==> config.mk <==
export PLATFORM = sky130hd
export DESIGN_NAME = hilo_ctrl
export DESIGN_NICKNAME = d
export VERILOG_FILES = /design/src/rtl/muldiv_pkg.sv /design/src/rtl/hilo_regs.sv /design/src/rtl/hilo_ctrl.sv
export SDC_FILE = /design/constraint.sdc
export NUM_CORES = 1
export LEC_CHECK = 0
export ABC_CLOCK_PERIOD_IN_PS = 2009
export CORE_MARGIN = 2
export CORE_UTILIZATION = 41
export CTS_CLUSTER_DIAMETER = 120
export CTS_CLUSTER_SIZE = 25
export DETAILED_ROUTE_END_ITERATION = 10
export PLACE_DENSITY = 0.9
export SLEW_MARGIN = 40
export SYNTH_ARGS = -nofsm -noshare
export SYNTH_HDL_FRONTEND = slang
export SYNTH_SLANG_ARGS = --single-unit
export TNS_END_PERCENT = 1
==> constraint.sdc <==
create_clock -name clk -period 2.01 [get_ports clk]
set_input_delay 0.3015 -clock clk [delete_from_list [all_inputs] [get_ports clk]]
set_output_delay 0.3015 -clock clk [all_outputs]
set_load 0.005 [all_outputs]
==> src/rtl/muldiv_pkg.sv <==
// Shared encodings for the multiply/divide sequencing slice.
// Holds the hilo_ctrl state encoding and the default mult iteration count.
package muldiv_pkg;

  typedef enum logic [1:0] {
    ST_IDLE = 2'd0,
    ST_LOAD = 2'd1,
    ST_RUN  = 2'd2
  } state_e;

  localparam int MULT_CYCLES_DEF = 32;
  localparam int CNT_W_DEF       = 6;

endpackage

==> src/rtl/hilo_regs.sv <==
// Architectural HI/LO register pair.
// Ports: clk, rst_n (async low), we_hi/we_lo + wdata (MTHI/MTLO),
// cap + cap_hi/cap_lo (product capture), hi_o/lo_o (register values).
module hilo_regs (
  input  logic        clk,
  input  logic        rst_n,
  input  logic        we_hi,
  input  logic        we_lo,
  input  logic [31:0] wdata,
  input  logic        cap,
  input  logic [31:0] cap_hi,
  input  logic [31:0] cap_lo,
  output logic [31:0] hi_o,
  output logic [31:0] lo_o
);

  logic [31:0] hi_q, hi_d;
  logic [31:0] lo_q, lo_d;

  // Capture and MT writes never coincide (RUN vs IDLE);
  // capture wins anyway so a product is never lost.
  always_comb begin
    hi_d = hi_q;
    lo_d = lo_q;
    unique case (1'b1)
      cap: begin
        hi_d = cap_hi;
        lo_d = cap_lo;
      end
      default: begin
        if (we_hi) hi_d = wdata;
        if (we_lo) lo_d = wdata;
      end
    endcase
  end

  always_ff @(posedge clk or negedge rst_n) begin
    if (!rst_n) begin
      hi_q <= '0;
      lo_q <= '0;
    end else begin
      hi_q <= hi_d;
      lo_q <= lo_d;
    end
  end

  assign hi_o = hi_q;
  assign lo_o = lo_q;

endmodule

==> src/rtl/hilo_ctrl.sv <==
// Sequencer for the Booth multiplier plus the HI/LO result registers.
// Ports: clk, reset (async low), mult_start, mthi/mtlo/wdata, mult_hi/mult_lo
// in; mult_rst, busy, done, hi_out, lo_out out.
module hilo_ctrl
  import muldiv_pkg::*;
#(
  parameter int MULT_CYCLES = MULT_CYCLES_DEF,
  parameter int CNT_W       = CNT_W_DEF
) (
  input  logic        clk,
  input  logic        reset,
  input  logic        mult_start,
  input  logic        mthi,
  input  logic        mtlo,
  input  logic [31:0] wdata,
  input  logic [31:0] mult_hi,
  input  logic [31:0] mult_lo,
  output logic        mult_rst,
  output logic        busy,
  output logic        done,
  output logic [31:0] hi_out,
  output logic [31:0] lo_out
);

  state_e           state_q, state_d;
  logic [CNT_W-1:0] cnt_q, cnt_d;
  logic             done_q, done_d;
  logic             cap;
  logic             idle;

  assign idle = (state_q == ST_IDLE);

  always_comb begin
    state_d = state_q;
    cnt_d   = cnt_q;
    done_d  = 1'b0;
    cap     = 1'b0;
    case (state_q)
      ST_IDLE: begin
        if (mult_start) state_d = ST_LOAD;
      end
      ST_LOAD: begin
        state_d = ST_RUN;
        cnt_d   = CNT_W'(MULT_CYCLES);
      end
      ST_RUN: begin
        if (cnt_q != '0) begin
          cnt_d = cnt_q - CNT_W'(1);
        end else begin
          cap     = 1'b1;
          done_d  = 1'b1;
          state_d = ST_IDLE;
        end
      end
      default: state_d = ST_IDLE;
    endcase
  end

  always_ff @(posedge clk or negedge reset) begin
    if (!reset) begin
      state_q <= ST_IDLE;
      cnt_q   <= '0;
      done_q  <= 1'b0;
    end else begin
      state_q <= state_d;
      cnt_q   <= cnt_d;
      done_q  <= done_d;
    end
  end

  // mult is held in load/reset everywhere except RUN,
  // including the unused encoding.
  assign mult_rst = (state_q != ST_RUN);
  assign busy     = (state_q == ST_LOAD) || (state_q == ST_RUN);
  assign done     = done_q;

  hilo_regs u_regs (
    .clk    (clk),
    .rst_n  (reset),
    .we_hi  (idle & mthi),
    .we_lo  (idle & mtlo),
    .wdata  (wdata),
    .cap    (cap),
    .cap_hi (mult_hi),
    .cap_lo (mult_lo),
    .hi_o   (hi_out),
    .lo_o   (lo_out)
  );

endmodule

==> flow_summary.toml, run 1 <==
[outcome]
outcome = "completed"

[cells_and_area]
antenna_cells = 0
final_nets = 605
final_util_pct = 66.8
syn_to_final_growth_pct = 59.1
fillers = 661
drive_gt1_share_pct = 6.16

[timing]
finalHoldViolations = 0
tns_ns = 0
fmax_mhz = 510
rsz0062_at_grt = "no"
final-setup-viol-count = 0
finalCritPeriodShare_pct = 97.5
slew_headroom_pct = 65.2
period_minus_slack_ns = 1.96
hold_slack_ns = 0.492
skew_ns = 0.0102
slew_violations = 0
tightest_slew_ns = 0.523

[worst_setup_path]
critPathLaunchType = "register"
cp_max_fo = 5
path_cells = "inv_2 > ha_4 > inv_1 > clkdlybuf4s50_1"
path_class = "reg -> out"
slowest_delay_ns = 0.52
crit_arrival_ns = 1.66
crit_path_start = "state_q[0]"
cpMaxStageDelayCell = "clkdlybuf4s50_1"
r2r_cells = 6
worst_ep_required_time_ns = 1.71
reg2reg_setup_slack_ns = 0.20
endpoint_kind = "output pin"
timing.rr.start = "cnt_q[0]"
cp-endpoint = "mult_rst"
reg2reg_to = "state_q[0]"

[floorplan]
core_area_sq_mm = 0.00818
design.die.area_sq_mm = 0.00913
ios = 168
fp-row-count = 33
die_w_microns = 95.5
die_h_microns = 95.5
start_util_pct = 42.0

[clock_network]
cts_buffers = 9
worstSkewPairLatency_ns = 0.32
clock-root-buffer = "clkbuf_8"
cts.htree.levels = 3
cts_tree = "built"
cts_setup_buffers = 0
cts_sinks = 73
clk_pin_slew_ns = 0.08
clk_path_buf_depth = 2

[global_routing]
grt-ovfl-total = 0
grt_antenna_before_repair = 0
grt_pass1_wl_mm = 14.9
grt_usage_pct = 21.0
grt_max_degree = 55
grt_pass1_vias = 3121

[synthesis]
yosys.area_share.adder_pct = 1.82
ys_seq_area_share_pct = 53.2
synth_top_family_by_area = "multiplexers"
ys_seq_elements = 73
synth-compound-area-share_pct = 11.4
syn_avg_cell_area_sq_um = 10.3
yosys_warnings = 0
synthMuxAreaShare_pct = 19.3
synth_nets = 439
syn-instance-count = 333
synthesis.area_sq_mm = 0.00343
synth_simple_gate_area_share_pct = 10.2
yosysUniqueCellTypes = 21
synth_xor_area_share_pct = 0

[worst_hold_path]
hold_path_class = "in -> async"

[place]
port_buffers = 167
gp_congestion = 0.894
dp_hpwl_mm = 7.11

[routing]
ant_nets = 0
viasPerCell = 5.03
post_drt_wl_per_cell_microns = 15.8
via_count = 3057
drc = 0
drt_first_pass_iters = 6
drtIter0Drc = 88
routed_wirelength_mm = 9.60

[job]
maxCapViolCount = 0

[pwr]
peakVddDrop_mv = 0.581
p_leak_nw = 2.60
power_density_mw_per_mm2 = 1350
[registers in the layout (all words and copies together) (netlist names)]
signal and cells:
u_regs.hi_o 32, state_q 2, u_regs.lo_o 32, done 1, cnt_q 6
[cell families after synthesis]
group,after synthesis
buffers and inverters,30
DFF,73
adders and majority gates,5
muxes,66
and+or+nand+nor,84
AOI/OAI and AO/OA,75
[through the flow]
stage	power, mW	instances	instance area, sq um	worst slack (ns)
after floorplan	4.28	333	3430	0.421
after global placement	6.21	592	5270	0.315
after detailed placement	6.42	592	5270	0.252
after CTS	7.47	608	5450	-0.0233
after global routing	7.93	608	5460	0.0113
final	7.40	608	5460	0.0509
[cell usage in the layout (no fill, tap or decap)]
cell,n
or4_1,1
clkdlybuf4s50_1,165
nor4_1,1
nor3b_4,1
nor3b_1,1
clkinv_2,4
mux2i_1,64
buf_12,5
clkbuf_8,10
nor3_1,3
dlygate4sd3_1,1
dlymetal6s2s_1,1
ha_1,3
nand2_1,6
mux2_1,2
nand3_4,1
ha_4,2
a21oi_1,65
buf_4,4
o21ai_0,5
inv_2,2
a31oi_1,1
a22o_1,4
clkbuf_1,1
nand3_1,1
dfrtp_1,73
inv_1,7
nand2_2,2
nor2_1,67
[power by group]
group	total [mW]	switching (mW)	leakage (nW)	internal (mW)
registers	2.63	0.431	0.851	2.20
clock network	0.973	0.505	0.0887	0.467
logic	3.79	1.49	1.66	2.30
total	7.40	2.43	2.60	4.97
[critical path: cells and delay by family, from the launching register on]
kind       cells  cell delay [ns]
buf+inv        3             0.74
fa+ha+maj      1             0.19
flops          1             0.40
[repair_timing]
item                                    CTS  global route
hold endpoints to repair                 38             0
cloned                                    0             0
endpoints found under the setup margin    2             2
pin swaps                                 0             1
resized for setup                         3             4
hold buffers                              1             0
[area by class of cell]
type                    instances  area (sq um)  area share (%)
clock buffers                  11           141            2.59
clock inverters                 4          20.0           0.366
inverters                       9          33.8           0.618
multi-input cells             230          1510            27.6
flip-flops and latches         73          1830            33.4
well taps                     105           131            2.40
repair buffers                176          1800            33.0
[cell usage after synthesis (all sizes together)]
| master | n | area share [%] |
|---|---|---|
| dfrtp | 73 | 53 |
| nor3b | 2 | 0.77 |
| o21ai | 5 | 0.73 |
| nor4 | 1 | 0.18 |
| buf | 16 | 2.5 |
| nor3 | 3 | 0.44 |
| a22o | 4 | 1.0 |
| ha | 5 | 1.8 |
| nand3 | 2 | 0.44 |
| inv | 9 | 0.98 |
| or4 | 1 | 0.22 |
| clkbuf | 5 | 0.55 |
| a31oi | 1 | 0.18 |
| nand2 | 8 | 0.87 |
| nor2 | 67 | 7.3 |
| mux2i | 64 | 19 |
| mux2 | 2 | 0.66 |
| a21oi | 65 | 9.5 |
[per-layer routing]
metal	vias to the layer above	GRT usage [%]	routed length, microns
li1	1484	-	-
met1	1453	23.3	3600
met2	108	40.0	5230
met3	12	4.43	656
met4	0	5.95	116
met5	-	0	0
[worst min-delay path by stage]
stage,startpoint,end,cells past startpoint
2_1_floorplan,reset,cnt_q[0],0
3_3_place_gp,reset,done,1
3_5_place_dp,reset,u_regs.lo_o[30],1
4_1_cts,reset,u_regs.lo_o[30],2
5_1_grt,reset,u_regs.hi_o[1],2
6_report,reset,u_regs.lo_o[1],2
No activity file was read; power rests on OpenSTA's default activity.
==> run 2: changes to the inputs <==
--- a/config.mk
+++ b/config.mk
@@ -6,6 +6,7 @@
 export NUM_CORES = 1
 export LEC_CHECK = 0
 export ABC_CLOCK_PERIOD_IN_PS = 2009
+export CORE_ASPECT_RATIO = 1.2
 export CORE_MARGIN = 2
 export CORE_UTILIZATION = 41
 export CTS_CLUSTER_DIAMETER = 120
==> flow_summary.toml, run 2 (same netlist as run 1, synthesis figures left out) <==
[cells_and_area]
syn_to_final_growth_pct = 61.7
drive_gt1_share_pct = 6.71
final_nets = 608
antenna_cells = 0
fin_cells = 602
most-common-layout-cells = "166 x clkdlybuf4s50_1, 73 x dfrtp_1, 67 x nor2_1"
layout_commonest_cell = "clkdlybuf4s50_1"
postLayoutCellArea_sq_mm = 0.00556

[routing]
viasPerCell = 5.11
drc = 0
via_count = 3078
drt_first_pass_iters = 5
drtIter0Drc = 121
ant_nets = 0
routed_wirelength_mm = 9.57
post_drt_wl_per_cell_microns = 15.9

[clock_network]
clk_path_buf_depth = 2
clk_pin_slew_ns = 0.08
clock-root-buffer = "clkbuf_8"
cts_sinks = 73
cts.htree.levels = 3
cts_buffers = 9
worstSkewPairLatency_ns = 0.34
cts_tree = "built"

[floorplan]
core_area_sq_mm = 0.00811
die_h_microns = 104
design.die.area_sq_mm = 0.00913
start_util_pct = 42.4
ios = 168
die_w_microns = 87.6
fp-row-count = 36

[global_routing]
grt_max_degree = 74
grt-ovfl-total = 0
grt_antenna_before_repair = 0
grt_pass1_vias = 3223
grt_usage_pct = 21.4
grt_pass1_wl_mm = 15.2

[worst_setup_path]
crit_arrival_ns = 1.61
path_class = "reg -> out"
endpoint_kind = "output pin"
cp_max_fo = 4
worst_ep_required_time_ns = 1.71
critPathLaunchType = "register"

[place]
gp_congestion = 0.736
placed_cell_area_sq_mm = 0.00526
place_ws_ns = 0.222
dp.cells = 582
dp_hpwl_mm = 7.03
port_buffers = 167

[outcome]
outcome = "completed"

[timing]
finalCritPeriodShare_pct = 95.3
skew_ns = 0.0118
slew_violations = 0
slew_headroom_pct = 73.4
setup_ws_ns = 0.0941
tns_ns = 0
tightest_slew_ns = 0.399
final-setup-viol-count = 0
rsz0062_at_grt = "no"
period_minus_slack_ns = 1.92
fmax_mhz = 522
finalHoldViolations = 0

[worst_hold_path]
hold_path_class = "in -> async"

[pwr]
p_total_mw = 7.84
p_leak_nw = 2.64
peakVddDrop_mv = 0.865
power_density_mw_per_mm2 = 1410

[job]
maxCapViolCount = 0
-- run 2: what timing repair did --
item / in CTS / in global routing
setup endpoints to repair: 2 / 2
hold buffers: 1 / 0
gates resized for setup: 1 / 5
cloned: 0 / 0
buffers inserted: 0 / 3
pin swaps: 0 / 1
hold endpoints to repair: 34 / 0
-- run 2: layer usage --
metal	global-route usage [%]	vias to the layer above	share of wire [%]
met3	6.43	18	6.9
met1	24.4	1452	39
met5	0	-	0
met4	7.36	0	2.3
met2	37.3	119	52
li1	-	1489	-
-- run 2: area by class of cell --
class | count | area [sq um]
fill | 642 | 2550
timing repair buffer | 179 | 1830
sequential | 73 | 1830
multi-input combinational | 230 | 1510
clock buffer | 11 | 131
tap | 95 | 119
clock inverter | 5 | 104
inverter | 9 | 33.8
-- run 2: critical path, cell delays in order (launching register included) --
cell	delay [ns]
dfrtp_1	0.42
inv_2	0.09
ha_4	0.28
clkdlybuf4s50_1	0.50
-- run 2: final timing paths --
check,startpoint,endpoint,slack (ns),cells after the start
setup / recovery,state_q[1],busy,0.09,3
hold / removal,reset,u_regs.hi_o[30],0.53,3
setup reg to reg,cnt_q[0],state_q[0],0.22,6
hold reg to reg,cnt_q[0],cnt_q[0],0.54,1
max in group asynchronous,reset,u_regs.lo_o[9],1.15,3
min in group clk,mult_hi[5],u_regs.hi_o[5],0.54,3
-- run 2: report_power, final --
part           internal, mW  switching, mW  total [mW]
clock network         0.826          0.526        1.35
registers              2.20          0.404        2.60
logic                  2.38           1.51        3.89
total                  5.40           2.44        7.84
-- run 2: metrics by stage --
| step | util, % | hold WS (ns) |
|---|---|---|
| global placement | 64.9 | 0.358 |
| floorplan | - | 0.00591 |
| finish | 68.5 | 0.528 |
| CTS | 68.0 | 0.516 |
| detailed placement | 64.9 | 0.364 |
| global route | 68.5 | 0.522 |
